`src/rtl/btn_pkg.sv`:
```
// Shared helpers for the button conditioner: ms-to-cycle conversion and counter sizing.
package btn_pkg;

  localparam int unsigned DEF_CLK_HZ      = 100_000_000;
  localparam int unsigned DEF_DEBOUNCE_MS = 20;
  localparam int unsigned DEF_LONG_MS     = 1000;

  function automatic int unsigned cycles_from_ms(input int unsigned clk_hz, input int unsigned ms);
    return (clk_hz / 1000) * ms;
  endfunction

  // Width able to hold 0..cyc; never less than one bit.
  function automatic int unsigned cnt_width(input int unsigned cyc);
    return (cyc < 2) ? 1 : $clog2(cyc + 1);
  endfunction

  localparam int unsigned DEF_DB_CYC = cycles_from_ms(DEF_CLK_HZ, DEF_DEBOUNCE_MS);
  localparam int unsigned DEF_LP_CYC = cycles_from_ms(DEF_CLK_HZ, DEF_LONG_MS);

endpackage

```
`src/rtl/btn_debounce_ch.sv`:
```
// One button channel: 2-flop sync, debounce, edge pulses, toggle; long-press hold
// detector only when BTN_LONG_PRESS_EN is defined.
module btn_debounce_ch
  import btn_pkg::*;
#(
  parameter int unsigned DB_CYC = DEF_DB_CYC
`ifdef BTN_LONG_PRESS_EN
  ,
  parameter int unsigned LP_CYC = DEF_LP_CYC
`endif
) (
  input  logic clk,
  input  logic rst,
  input  logic btn,
  input  logic tog_clr,
  output logic level,
  output logic rise,
  output logic fall,
  output logic tog,
  output logic long_press
);

  localparam int unsigned DB_W = cnt_width(DB_CYC);
  localparam logic [DB_W-1:0] DB_LAST = DB_W'(DB_CYC - 1);

  logic            s0;
  logic            s1;
  logic [DB_W-1:0] db_cnt;

  always_ff @(posedge clk or posedge rst) begin
    if (rst) begin
      s0 <= 1'b0;
      s1 <= 1'b0;
    end else begin
      s0 <= btn;
      s1 <= s0;
    end
  end

  // Any sample agreeing with the current level restarts the qualification window.
  always_ff @(posedge clk or posedge rst) begin
    if (rst) begin
      db_cnt <= '0;
      level  <= 1'b0;
      rise   <= 1'b0;
      fall   <= 1'b0;
    end else begin
      rise <= 1'b0;
      fall <= 1'b0;
      if (s1 == level) begin
        db_cnt <= '0;
      end else if (db_cnt == DB_LAST) begin
        db_cnt <= '0;
        level  <= s1;
        rise   <= s1;
        fall   <= ~s1;
      end else begin
        db_cnt <= db_cnt + DB_W'(1);
      end
    end
  end

  always_ff @(posedge clk or posedge rst) begin
    if (rst) begin
      tog <= 1'b0;
    end else if (tog_clr) begin
      tog <= 1'b0;
    end else if (rise) begin
      tog <= ~tog;
    end
  end

`ifdef BTN_LONG_PRESS_EN
  localparam int unsigned LP_W = cnt_width(LP_CYC);
  localparam logic [LP_W-1:0] LP_LAST = LP_W'(LP_CYC - 1);
  localparam logic [LP_W-1:0] LP_FIRE = LP_W'(LP_CYC - 2);

  logic [LP_W-1:0] lp_cnt;

  // Saturating at LP_LAST guarantees a single pulse per press.
  always_ff @(posedge clk or posedge rst) begin
    if (rst) begin
      lp_cnt     <= '0;
      long_press <= 1'b0;
    end else if (!level) begin
      lp_cnt     <= '0;
      long_press <= 1'b0;
    end else if (lp_cnt != LP_LAST) begin
      lp_cnt     <= lp_cnt + LP_W'(1);
      long_press <= (lp_cnt == LP_FIRE);
    end else begin
      long_press <= 1'b0;
    end
  end
`else
  assign long_press = 1'b0;
`endif

endmodule

```
`src/rtl/button_conditioner.sv`:
```
// Conditions N_BTN raw push-buttons into clean clk-domain level/pulse/toggle signals.
// Optional long-press pulse per channel is built only when BTN_LONG_PRESS_EN is defined.
module button_conditioner
  import btn_pkg::*;
#(
  parameter int unsigned N_BTN       = 2,
  parameter int unsigned CLK_HZ      = DEF_CLK_HZ,
  parameter int unsigned DEBOUNCE_MS = DEF_DEBOUNCE_MS,
  parameter int unsigned LONG_MS     = DEF_LONG_MS
) (
  input  logic             clk,
  input  logic             rst,
  input  logic [N_BTN-1:0] btn_i,
  input  logic [N_BTN-1:0] tog_clr,
  output logic [N_BTN-1:0] level_o,
  output logic [N_BTN-1:0] rise_o,
  output logic [N_BTN-1:0] fall_o,
  output logic [N_BTN-1:0] tog_o,
  output logic [N_BTN-1:0] long_o
);

  localparam int unsigned DB_CYC = cycles_from_ms(CLK_HZ, DEBOUNCE_MS);

  // Zero-length windows would make the counters meaningless; reject at elaboration.
  if (DB_CYC < 1 || cycles_from_ms(CLK_HZ, LONG_MS) < 2) begin : g_cfg_err
    $error("button_conditioner: debounce/long-press window too short");
  end

`ifdef BTN_LONG_PRESS_EN
  localparam int unsigned LP_CYC = cycles_from_ms(CLK_HZ, LONG_MS);
`endif

  for (genvar i = 0; i < int'(N_BTN); i++) begin : g_ch
    btn_debounce_ch #(
      .DB_CYC (DB_CYC)
`ifdef BTN_LONG_PRESS_EN
      ,
      .LP_CYC (LP_CYC)
`endif
    ) u_ch (
      .clk        (clk),
      .rst        (rst),
      .btn        (btn_i[i]),
      .tog_clr    (tog_clr[i]),
      .level      (level_o[i]),
      .rise       (rise_o[i]),
      .fall       (fall_o[i]),
      .tog        (tog_o[i]),
      .long_press (long_o[i])
    );
  end

endmodule
```
`config.mk`:
```
export PLATFORM = sky130hd
export DESIGN_NAME = button_conditioner
export DESIGN_NICKNAME = d
export VERILOG_FILES = /design/src/rtl/btn_pkg.sv /design/src/rtl/btn_debounce_ch.sv /design/src/rtl/button_conditioner.sv
export SDC_FILE = /design/constraint.sdc
export NUM_CORES = 1
export LEC_CHECK = 0
export CORE_ASPECT_RATIO = 1.5
export CORE_MARGIN = 2
export CORE_UTILIZATION = 30
export CTS_BUF_LIST = sky130_fd_sc_hd__clkbuf_8 sky130_fd_sc_hd__clkbuf_16
export CTS_CLUSTER_DIAMETER = 80
export CTS_CLUSTER_SIZE = 24
export DETAILED_ROUTE_END_ITERATION = 8
export PLACE_DENSITY = 0.53
export SETUP_SLACK_MARGIN = 0.2
export SYNTH_ARGS = -nofsm -noshare
export SYNTH_HDL_FRONTEND = slang
export SYNTH_SLANG_ARGS = --single-unit
export TNS_END_PERCENT = 50
```
`constraint.sdc`:
```
create_clock -name clk -period 4.65 [get_ports clk]
set_clock_uncertainty 0.05 [all_clocks]
set_input_delay 0.93 -clock clk [delete_from_list [all_inputs] [get_ports clk]]
set_output_delay 0.93 -clock clk [all_outputs]
set_load 0.05 [all_outputs]
```
* Yosys cells after proc, flatten, opt, wreduce, memory -nomap -nowiden
Cells that the tools add are included.
** Storage, ports and cells
- Flip-flop bits (word level) :: 54
- Input port bits :: 6
- Output and inout bits :: 10
- Word-level logic and storage cells :: 46
** Cells by class
- Add/subtract/negate cells :: 2
- Equality and inequality tests :: 4
- Muxes and demuxes :: 16
- Bitwise logic cells :: 6
- Reductions and logical operators :: 4
** Operator list (count)
- $mux 21 :: 4
- $add 21x1->21 const B :: 2
- $eq 21x21->1 const B :: 2
- $mux 1 :: 12
- $not 1->1 :: 6
- $reduce_and 2->1 :: 2
- $reduce_bool 2->1 :: 2
- $eq 1x1->1 :: 2

* Depth between registers and ports, before layout
Gate-level depths: netlist of the first run.
- Word-level depth :: 3
- Depth in mapped cells :: 7

* By module
A second synthesis of the first run with hierarchy kept.
** Second synthesis, totals
- Cells, all modules :: 252
- Area, all modules :: 2665.1 um^2
** By module, submodules not included
- btn_debounce_ch :: times used 2, cells an instance 126, area an instance 1332.5 um^2, sequential area each 675.6 um^2

* Least setup slack after synthesis of the first run
OpenSTA, ideal clock, no wires.
- Path kind :: register to register
- From :: register g_ch[1].u_ch.db_cnt[0]
- To :: register g_ch[1].u_ch.level
- Setup time :: 125 ps
- Arrival time :: 1669 ps
- Data required time :: 4475 ps
- Setup slack :: 2806 ps
- Stages on the path, launching flop included :: 7
- Buffers on the path :: 1
- Clock period less this slack :: 1844 ps
- Cells stage by stage :: dfrtp_1 -> ha_1 -> and3_1 -> clkbuf_1 -> nand3_2 -> or2_2 -> mux2_2
** On the way
- Cells in the longest elaborated chain, start to end :: 2
** Ends and longest elaborated chain
- from (decl) :: line btn_debounce_ch.sv:28 : logic [DB_W-1:0] db_cnt;
- from (signal assigned) :: line btn_debounce_ch.sv:58 : db_cnt <= db_cnt + DB_W'(1);
- $eq 21x21->1 :: line btn_debounce_ch.sv:52 : end else if (db_cnt == DB_LAST) begin
- $reduce_and 2->1 (no source line)
- to (signal assigned) :: line btn_debounce_ch.sv:44 : level <= 1'b0;
- to (signal assigned) :: line btn_debounce_ch.sv:54 : level <= s1;
- to (decl) :: line btn_debounce_ch.sv:16 : output logic level,
No other way between the ends.
A chain may end at the register's enable or synchronous reset.

* Final worst setup path of the first run
- From :: register g_ch[1].u_ch.level
- To :: output port level_o[1]
** RTL lines
- to (decl) :: line button_conditioner.sv:15 : output logic [N_BTN-1:0] level_o,
No word-level cell between the ends.

==> results of run 1 <==
power by group through the flow:
stage / clock network [mW] / registers, mW / logic (mW)
2_1_floorplan: 0 / 0.489 / 0.0245
3_3_place_gp: 0 / 0.490 / 0.0343
3_5_place_dp: 0 / 0.490 / 0.0341
4_1_cts: 0.378 / 0.481 / 0.0342
5_1_grt: 0.398 / 0.482 / 0.0381
6_report: 0.361 / 0.481 / 0.0328
cell usage in the layout, fill, tap and decap left out, types with 4 or more instances in the layout:
cell             count
dfrtp_1             54
nor2_1              30
xnor2_1             16
nand3_1             15
a21oi_1             14
nand2_1             13
or3_1               13
clkdlybuf4s50_1     13
xor2_1              12
o21ai_0             11
nand4_1             10
and3_1               7
nor4_1               7
inv_1                5
clkbuf_16            5
nor3_1               4
nor3b_1              4
per-layer routing:
layer	share of wire	up-vias
li1	-	907
met1	0.43	865
met5	0	-
met3	0.026	7
met4	0.016	0
met2	0.53	16
cell families (layout without fill, tap and decap cells):
| logic type | Yosys count | in the layout |
|---|---|---|
| and+or+nand+nor | 120 | 120 |
| AOI/OAI and AO/OA | 30 | 30 |
| xor gates and xnor gates | 28 | 28 |
| DFF | 54 | 54 |
| muxes | 2 | 2 |
| adders and majority gates | 2 | 2 |
| other | 1 | 2 |
| buffers and inverters | 23 | 27 |
registers in the layout, indices dropped and copies added (netlist names):
signal / cells
g_ch.u_ch.fall: 2
g_ch.u_ch.db_cnt: 42
g_ch.u_ch.tog: 2
g_ch.u_ch.level: 2
g_ch.u_ch.s0: 2
g_ch.u_ch.s1: 2
g_ch.u_ch.rise: 2
final timing paths:
check                           slack (ns)                 endpoint                    from
worst max-delay path                  2.15               level_o[1]      g_ch[1].u_ch.level
worst min-delay path                  0.30          g_ch[1].u_ch.s1         g_ch[1].u_ch.s0
worst max register to register        2.50  g_ch[1].u_ch.db_cnt[10]  g_ch[1].u_ch.db_cnt[0]
worst min register to register        0.30          g_ch[1].u_ch.s1         g_ch[1].u_ch.s0
max in group asynchronous             2.76   g_ch[1].u_ch.db_cnt[0]                     rst
min in group asynchronous             1.05       g_ch[1].u_ch.level                     rst
layout make-up:
type | count | area share
repair buffers | 14 | 0.0473
inverters | 5 | 0.00644
well taps | 107 | 0.0460
clock buffers | 5 | 0.0430
multi-input cells | 184 | 0.387
flip-flops and latches | 54 | 0.464
clock inverters | 3 | 0.00601
through the flow:
step                power [mW]  hold WS [ns]  cell area [µm²]
detailed placement       0.524         0.287             2770
global route             0.918         0.311             2910
finish                   0.875         0.300             2910
floorplan                0.513         0.281             2610
global placement         0.524         0.285             2770
CTS                      0.893         0.303             2910
==> impl_metrics.csv, run 1 <==
group,metric,value,unit
sta,slew_viol_final,0,
sta,period_needed,2.50,ns
worst_setup_path,crit_buf_inv,1,
layout,final_nets,272,
power_and_ir_drop,pwr-share-seq,0.550,
synth,synth.mux.area_fraction,0.00863,
layout,regArea,1350,µm²
power_and_ir_drop,p_comb_frac,0.037,
sta,worst_slew_pin_slew,0.797,ns
layout,drive_gt1_frac,0.0792,
synth,ys_types,33,
synth,synth_compound_area_frac,0.0633,
synth,syn_avg_cell_area,10.0,µm²
placed_design,gp_congestion,0.796,
synth,synthArstFlopShare,1.00,
sta,timing.fmax,400,MHz
worst_setup_path,worstSetupPathDepth,1,
floorplan,die_area,9470,µm²
sta,setup_tns,0,ns
power_and_ir_drop,p_clk_frac,0.413,
global_route,grt_usage,0.111,
flow_run,cap_violations,0,
worst_hold_path,hold_depth,0,
global_route,grt_pass1_wl,8.47,mm
synth,synth_commonest_cells,"54 x dfrtp_1, 30 x nor2_1, 16 x xnor2_1",
power_and_ir_drop,leakage,1.15,nW
worst_setup_path,crit_fanout,5,
placed_design,pre_cts_slack,2.36,ns
synth,synth_top_cell_by_area,"dfrtp_1",
worst_setup_path,reg2regPathDepth,5,
clock_network,cts-root-buf,"clkbuf_16",
route,route.vias.total,1795,
floorplan,start_util,0.310,
placed_design,dp.cells,364,
worst_setup_path,critPathArrivalTime,1.52,ns
layout,n_fill_cell,876,
floorplan,ioPinCount,16,
power_and_ir_drop,power_switching,192,µW
synth,synth.ff_latch_count,54,
global_route,use_met2,0.195,
floorplan,row_count,41,
worst_setup_path,cp-end-kind,"output port",
floorplan,coreArea,8410,µm²
route,first_pass_iters,4,
sta,hold_viol,0,
worst_setup_path,start_kind,"flop",
clock_network,clk_latency,0.29,ns
layout,layout.cells.non_filler,372,
run_status,outcome,"completed",
synth,netlist_instances,260,
global_route,grt_busiest_layer,"met2",
power_and_ir_drop,p_sw_frac,0.219,
placed_design,numPortBuffers,13,
clock_network,numCtsBuffers,5,
synth,synth_xor_xnor_area_share,0.0940,
layout,syn2layout_area_growth,11.7,%
global_route,grtUsageMet1,0.132,
route,drtAntennaViolNets,0,
worst_setup_path,crit_chain,"clkdlybuf4s50_1",
sta,setup_viol,0,
sta,rsz0062_at_grt,"false",
floorplan,die_w,80.1,µm
clock_network,cts_tree,"built",
clock_network,clkSinkCount,54,
synth,synthFlopType,"dfrtp_1",
route,post_drt_wl_per_cell,12.7,µm
worst_hold_path,hold_path.class,"flop to flop",
synth,yosys_warnings,0,
layout,multi_input_area,1130,µm²
synth,netlist_top_cells_area,"dfrtp_1 52%, xnor2_1 5.4%, nor2_1 4.3%",
sta,setup_ws,2.15,ns
synth,ys_seq_area_frac,0.518,
power_and_ir_drop,peakVddDrop,0.153,mV
global_route,antenna_found_initial,0,
route,first_iter_violations,119,
synth,yosys.cell_count.top_type,"dfrtp_1",
synth,synth_top_family_by_area,"simple AND/OR/NAND/NOR gates",
synth,synth_area,2610,µm²
clock_network,clockBufferDepth,2,
clock_network,ctsHtreeMaxLevel,2,
worst_setup_path,critPathMaxStageDelay,0.82,ns
clock_network,clk_pin_slew,0.07,ns
route,routed_wirelength,4.73,mm
global_route,grt_pass1_vias,1792,
clock_network,cts_setup_buffers,0,
global_route,gr-total-overflow,0,
sta,min_period_over_period,0.537,
floorplan,die_h,118,µm
power_and_ir_drop,internal-power,683,µW
worst_setup_path,critical_path_class,"flop to output port",
global_route,grtUsageMet3,0.0252,
synth,synth_edf_count,0,
layout,fin_util,0.346,
synth,synth-simple-area-share,0.254,
synth,synth_top_area_share,0.518,
worst_setup_path,cp.required,3.67,ns
layout,antenna_cells,0,
sta,slew_headroom,0.468,
route,vias_per_cell,4.83,
worst_setup_path,crit_family,"buffers and inverters",
route,drcViolationCount,0,
global_route,grt_max_degree,39,
power_and_ir_drop,p_per_area,300,nW/µm²
synth,synth-adder-area-share,0.00959,
placed_design,dp_hpwl,3.33,mm
worst_setup_path,slowest_stage,"clkdlybuf4s50_1",
clock_network,cts_resized,0,
clock_network,holdBufCountCts,0,
Note: power is estimated with default switching activity, not from simulation.
==> run 2, diff against run 1 <==
- clock period: 4.65 -> 2.3 ns (I/O delays scaled with it)
==> run 2 against run 1 <==
  * Hold slack better by 0.0028 ns
  * First-iteration DRC count is 49% lower
  * Sequential share of layout area is 0.30 points lower
  * Core utilization is 0.22 points higher
  * Largest cell class unchanged
  * Final cell count is 0.54% higher
==> impl_metrics.csv, run 2 (same netlist as run 1, synthesis figures left out) <==
group,metric,value,unit
global_route,grt_max_degree,28,
run_status,outcome,"completed",
power_and_ir_drop,p_sw_frac,0.221,
route,drcViolationCount,0,
layout,drive_gt1_frac,0.0899,
placed_design,dp.cells,367,
sta,min_period_over_period,0.889,
sta,slew_viol_final,0,
layout,antenna_cells,0,
layout,fin_area,2930,µm²
floorplan,row_count,41,
floorplan,coreArea,8410,µm²
power_and_ir_drop,p_per_area,606,nW/µm²
clock_network,holdBufCountCts,0,
route,vias_per_cell,4.90,
worst_setup_path,crit_chain,"clkdlybuf4s50_1",
route,first_pass_iters,4,
sta,timing.fmax,489,MHz
power_and_ir_drop,leakage,1.16,nW
route,first_iter_violations,61,
worst_setup_path,cp-end-kind,"output port",
power_and_ir_drop,p_comb_frac,0.040,
worst_setup_path,cp.required,1.79,ns
power_and_ir_drop,p_total,1.78,mW
layout,largest_reg_flops,42,
sta,period_needed,2.04,ns
global_route,gr-total-overflow,0,
global_route,grt_pass1_wl,8.18,mm
sta,hold_viol,0,
sta,setup_tns,0,ns
layout,fin_util,0.348,
floorplan,ioPinCount,16,
sta,setup_viol,0,
clock_network,clockBufferDepth,2,
clock_network,cts_setup_buffers,0,
worst_setup_path,crit_fanout,5,
sta,slew_headroom,0.663,
global_route,grtUsageMet1,0.123,
clock_network,cts_resized,0,
global_route,grt_busiest_layer,"met2",
placed_design,gp_congestion,0.771,
placed_design,numPortBuffers,13,
floorplan,start_util,0.310,
layout,final_nets,275,
layout,final_common_cell,"dfrtp_1",
clock_network,cts-root-buf,"clkbuf_16",
route,post_drt_wl_per_cell,12.7,µm
clock_network,cts_tree,"built",
clock_network,clkSinkCount,54,
placed_design,dp_hpwl,3.43,mm
layout,layout_common_cells,"54 x dfrtp_1, 30 x nor2_1, 16 x xnor2_1",
worst_hold_path,hold_path.class,"flop to flop",
clock_network,ctsHtreeMaxLevel,2,
floorplan,die_w,80.1,µm
route,drtAntennaViolNets,0,
flow_run,cap_violations,0,
layout,regMostFlops,"g_ch.u_ch.db_cnt",
route,routed_wirelength,4.76,mm
clock_network,numCtsBuffers,5,
global_route,use_met2,0.192,
global_route,antenna_found_initial,0,
layout,syn2layout_area_growth,12.4,%
worst_setup_path,crit_family,"buffers and inverters",
sta,fin_hold_ws,0.303,ns
global_route,grtUsageMet3,0.0252,
sta,worst_slew_pin_slew,0.504,ns
route,route.vias.total,1832,
power_and_ir_drop,pwr-share-seq,0.548,
worst_setup_path,critical_path_class,"flop to output port",
worst_setup_path,start_kind,"flop",
worst_setup_path,critPathArrivalTime,1.53,ns
layout,layout.cells.non_filler,374,
sta,rsz0062_at_grt,"false",
worst_setup_path,crit_buf_inv,1,
global_route,grt_pass1_vias,1818,
sta,setup_ws,0.256,ns
worst_setup_path,slowest_stage,"clkdlybuf4s50_1",
power_and_ir_drop,internal-power,1.38,mW
floorplan,die_h,118,µm
power_and_ir_drop,p_clk_frac,0.412,
clock_network,clk_pin_slew,0.07,ns
power_and_ir_drop,power_switching,392,µW
placed_design,pre_cts_slack,0.385,ns
floorplan,die_area,9470,µm²
layout,n_fill_cell,870,
clock_network,clk_latency,0.29,ns
global_route,grt_usage,0.108,
power_and_ir_drop,peakVddDrop,0.307,mV
worst_setup_path,critPathMaxStageDelay,0.83,ns
placed_design,dpl_cell_area,2790,µm²
-- run 2: cell count changes in the layout (fill, tap and decap cells not counted) --
cell | previous run | this run
inv_6 | 0 | 1
buf_4 | 1 | 4
inv_1 | 5 | 4
clkinv_4 | 1 | 0
-- run 2: layer usage --
metal,vias to the layer above,wire (µm),share of wire
met3,5,91,0.019
met5,-,0,0
met1,898,2040,0.43
li1,915,-,-
met4,0,65,0.014
met2,14,2560,0.54
-- run 2: power by group through the flow --
stage                     clock (mW)  combinational, mW  sequential (mW)
after floorplan                    0             0.0496            0.989
after global placement             0             0.0747            0.990
after detailed placement           0             0.0734            0.991
after CTS                      0.766             0.0743            0.972
after global routing           0.790             0.0825            0.973
final                          0.732             0.0716            0.973
-- run 2: cell type report --
type	count	area [µm²]	area share
Sequential cell	54	1350	0.461
Multi-Input combinational cell	184	1130	0.385
Timing Repair Buffer	17	160	0.0546
Tap cell	107	134	0.0457
Clock buffer	5	125	0.0427
Inverter	5	18.8	0.00640
Clock inverter	2	13.8	0.00469
-- run 2: final timing paths --
kind                                                 to  slack, ns              startpoint  cells past startpoint
min in group asynchronous        g_ch[1].u_ch.db_cnt[4]       0.50                     rst                      3
worst max register to register       g_ch[0].u_ch.level       0.38  g_ch[0].u_ch.db_cnt[0]                      5
max in group asynchronous       g_ch[0].u_ch.db_cnt[16]       1.43                     rst                      3
worst max-delay path                         level_o[1]       0.26      g_ch[1].u_ch.level                      1
worst min register to register          g_ch[1].u_ch.s1       0.30         g_ch[1].u_ch.s0                      0
worst min-delay path                    g_ch[1].u_ch.s1       0.30         g_ch[1].u_ch.s0                      0
==> run 3, diff against run 2 <==
- MAX_ROUTING_LAYER: not set -> met4
- SYNTH_HIERARCHICAL: not set -> 1
==> run 3 against run 2 <==
  * Sequential cell count did not move
  * Non-clock buffer count is 14 higher
  * Core utilization increased by 1.9 points
  * Global-route usage increased by 2.2 points
  * Synthesized cell count is 3.1% lower
  * Sequential power about the same
  * Final cell count is 5.1% higher
  * Largest power group unchanged
==> impl_metrics.csv, run 3 <==
group,metric,value,unit
run_status,outcome,"completed",
clock_network,cts-root-buf,"clkbuf_16",
power_and_ir_drop,leakage,1.28,nW
worst_hold_path,worstHoldEndpoint,"g_ch[0].u_ch/s1",
synth,yosys_warnings,6,
synth,synth_area,2670,µm²
worst_setup_path,crit_fanout,6,
worst_setup_path,reg2regPathDepth,5,
route,routed_wirelength,5.45,mm
synth,syn_avg_cell_area,10.6,µm²
global_route,grt_max_degree,28,
sta,period_needed,2.16,ns
sta,setup_viol,0,
clock_network,holdBufCountCts,0,
synth,synth_commonest_cells,"54 x dfrtp_1, 32 x nor2_1, 22 x xnor2_1",
power_and_ir_drop,p_comb_frac,0.053,
sta,min_period_over_period,0.939,
route,post_drt_wl_per_cell,13.9,µm
placed_design,dpl_cell_area,2980,µm²
synth,synth_top_cell_by_area,"dfrtp_1",
synth,synthArstFlopShare,1.00,
route,first_pass_iters,4,
route,drcViolationCount,0,
worst_setup_path,reg2reg_from,"g_ch[0].u_ch/db_cnt[0]",
route,dr_wl_met2,2.90,mm
clock_network,clk_pin_slew,0.07,ns
worst_setup_path,start_kind,"flop",
synth,synth_compound_area_frac,0.0676,
layout,largest_reg_flops,42,
route,met1_length,2.25,mm
sta,rsz0062_at_grt,"true",
layout,layout_common_cells,"54 x dfrtp_1, 32 x nor2_1, 22 x xnor2_1",
synth,synth-simple-area-share,0.270,
power_and_ir_drop,p_per_area,575,nW/µm²
global_route,grt_pass1_wl,9.35,mm
global_route,grt_usage,0.130,
synth,ys_seq_area_frac,0.507,
layout,syn2layout_area_growth,20.4,%
route,wl_met3,101,µm
clock_network,cts_tree,"built",
power_and_ir_drop,internal-power,1.43,mW
worst_setup_path,cp.required,2.43,ns
clock_network,clockBufferDepth,2,
clock_network,ctsHtreeMaxLevel,2,
synth,yosys.cell_count.top_type,"dfrtp_1",
global_route,grt_pass1_vias,2018,
floorplan,die_area,9670,µm²
global_route,antenna_found_initial,0,
worst_setup_path,regToRegSetupSlack,0.14,ns
placed_design,dp_hpwl,3.91,mm
worst_setup_path,critical_path_class,"flop to flop",
power_and_ir_drop,p_clk_frac,0.418,
synth,syn-num-nets,260,
synth,synth_top_area_share,0.507,
synth,synthFlopType,"dfrtp_1",
layout,final_nets,290,
worst_setup_path,r2r-end,"g_ch[0].u_ch/level",
clock_network,numCtsBuffers,5,
worst_hold_path,min_from,"g_ch[0].u_ch/s0",
synth,synth.ff_latch_count,54,
placed_design,numPortBuffers,13,
synth,synth_top_family_by_area,"simple AND/OR/NAND/NOR gates",
synth,synth-adder-area-share,0.00939,
power_and_ir_drop,peakVddDrop,0.278,mV
layout,n_fill_cell,911,
floorplan,die_w,81.0,µm
clock_network,clk_latency,0.29,ns
floorplan,start_util,0.306,
worst_setup_path,critPathArrivalTime,2.29,ns
layout,final_common_cell,"dfrtp_1",
flow_run,cap_violations,0,
synth,synth_edf_count,0,
route,drtAntennaViolNets,0,
floorplan,coreArea,8720,µm²
floorplan,ioPinCount,16,
clock_network,clkSinkCount,54,
placed_design,gp_congestion,0.779,
layout,antenna_cells,0,
route,highest_layer,"met4",
synth,ys_types,35,
layout,regMostFlops,"g_ch.u_ch/db_cnt",
worst_setup_path,cp-end-kind,"flop",
route,vias_per_cell,4.92,
route,first_iter_violations,64,
sta,slew_viol_final,0,
sta,hold_viol,0,
worst_hold_path,hold_depth,0,
sta,setup_tns,0,ns
sta,slew_headroom,0.656,
synth,synth_xor_xnor_area_share,0.105,
worst_setup_path,crit_start,"g_ch[0].u_ch/db_cnt[0]",
worst_hold_path,hold_path.class,"flop to flop",
floorplan,die_h,119,µm
power_and_ir_drop,power_switching,413,µW
power_and_ir_drop,p_sw_frac,0.224,
sta,worst_slew_pin_slew,0.509,ns
global_route,gr-total-overflow,0,
floorplan,row_count,42,
layout,fin_area,3210,µm²
synth,synth.mux.area_fraction,0.0113,
layout,drive_gt1_frac,0.173,
sta,timing.fmax,463,MHz
power_and_ir_drop,pwr-share-seq,0.529,
route,route.vias.total,1932,
synth,netlist_instances,252,
synth,netlist_top_cells_area,"dfrtp_1 51%, xnor2_1 7.2%, nor2_1 4.5%",
run 3: cells by family (layout without fill, tap and decap cells):
kind of cell | count (synthesis) | in the layout
multiplexers | 2 | 2
other | 2 | 2
AO/OA/AOI/OAI | 26 | 26
buffers and inverters | 14 | 45
XOR/XNOR | 32 | 32
AND/OR/NAND/NOR | 120 | 120
adder cells (fa/ha/maj) | 2 | 2
flip-flops | 54 | 54
run 3: how the worst max path moves through the flow:
stage	endpoint	slack [ns]
5_1_grt	g_ch[0].u_ch/level	0.08
3_5_place_dp	g_ch[1].u_ch/level	0.09
3_3_place_gp	g_ch[0].u_ch/level	0.13
6_report	g_ch[0].u_ch/level	0.14
4_1_cts	g_ch[1].u_ch/level	0.14
2_1_floorplan	g_ch[0].u_ch/level	0.18
run 3: worst max-delay path, stage by stage (launching register included):
cell,delay (ns)
dfrtp_1,0.39
ha_4,0.17
nand4_4,0.13
or4b_4,0.53
or4_4,0.46
mux2_4,0.31
run 3: area by class of cell:
class,instances,area (µm²),share of cell area
Clock inverter,2,12.5,0.00390
Timing Repair Buffer,31,267,0.0831
Tap cell,110,138,0.0429
Inverter,6,22.5,0.00702
Multi-Input combinational cell,184,1280,0.399
Sequential cell,54,1350,0.421
Clock buffer,6,139,0.0433
run 3: what timing repair did:
item / in CTS / in global routing
gates resized for setup: 1 / 4
pin swaps: 2 / 1
endpoints found under the hold margin: 0 / 0
endpoints found under the setup margin: 9 / 12
setup buffers: 6 / 3
run 3: power by group through the flow:
stage / Sequential [mW] / Combinational [mW] / Clock, mW
after floorplan: 0.994 / 0.0586 / 0
after global placement: 0.995 / 0.0860 / 0
after detailed placement: 0.996 / 0.0857 / 0
after CTS: 0.975 / 0.0994 / 0.800
after global routing: 0.977 / 0.112 / 0.840
final: 0.976 / 0.0978 / 0.772
run 3: through the flow:
stage | setup WS, ns | hold WS, ns | cells | total power [mW] | utilization
final | 0.139 | 0.302 | 393 | 1.85 | 0.368
after floorplan | 0.181 | 0.281 | 252 | 1.05 | -
after global placement | 0.133 | 0.284 | 376 | 1.08 | 0.341
after detailed placement | 0.0880 | 0.288 | 376 | 1.08 | 0.341
after CTS | 0.140 | 0.304 | 390 | 1.87 | 0.364
after global routing | 0.0763 | 0.317 | 393 | 1.93 | 0.368
run 3: routing by layer:
layer / up-vias / GRT usage
met5: - / -
li1: 945 / -
met1: 953 / 0.140
met2: 22 / 0.223
met3: 12 / 0.0205
met4: 0 / 0.0689
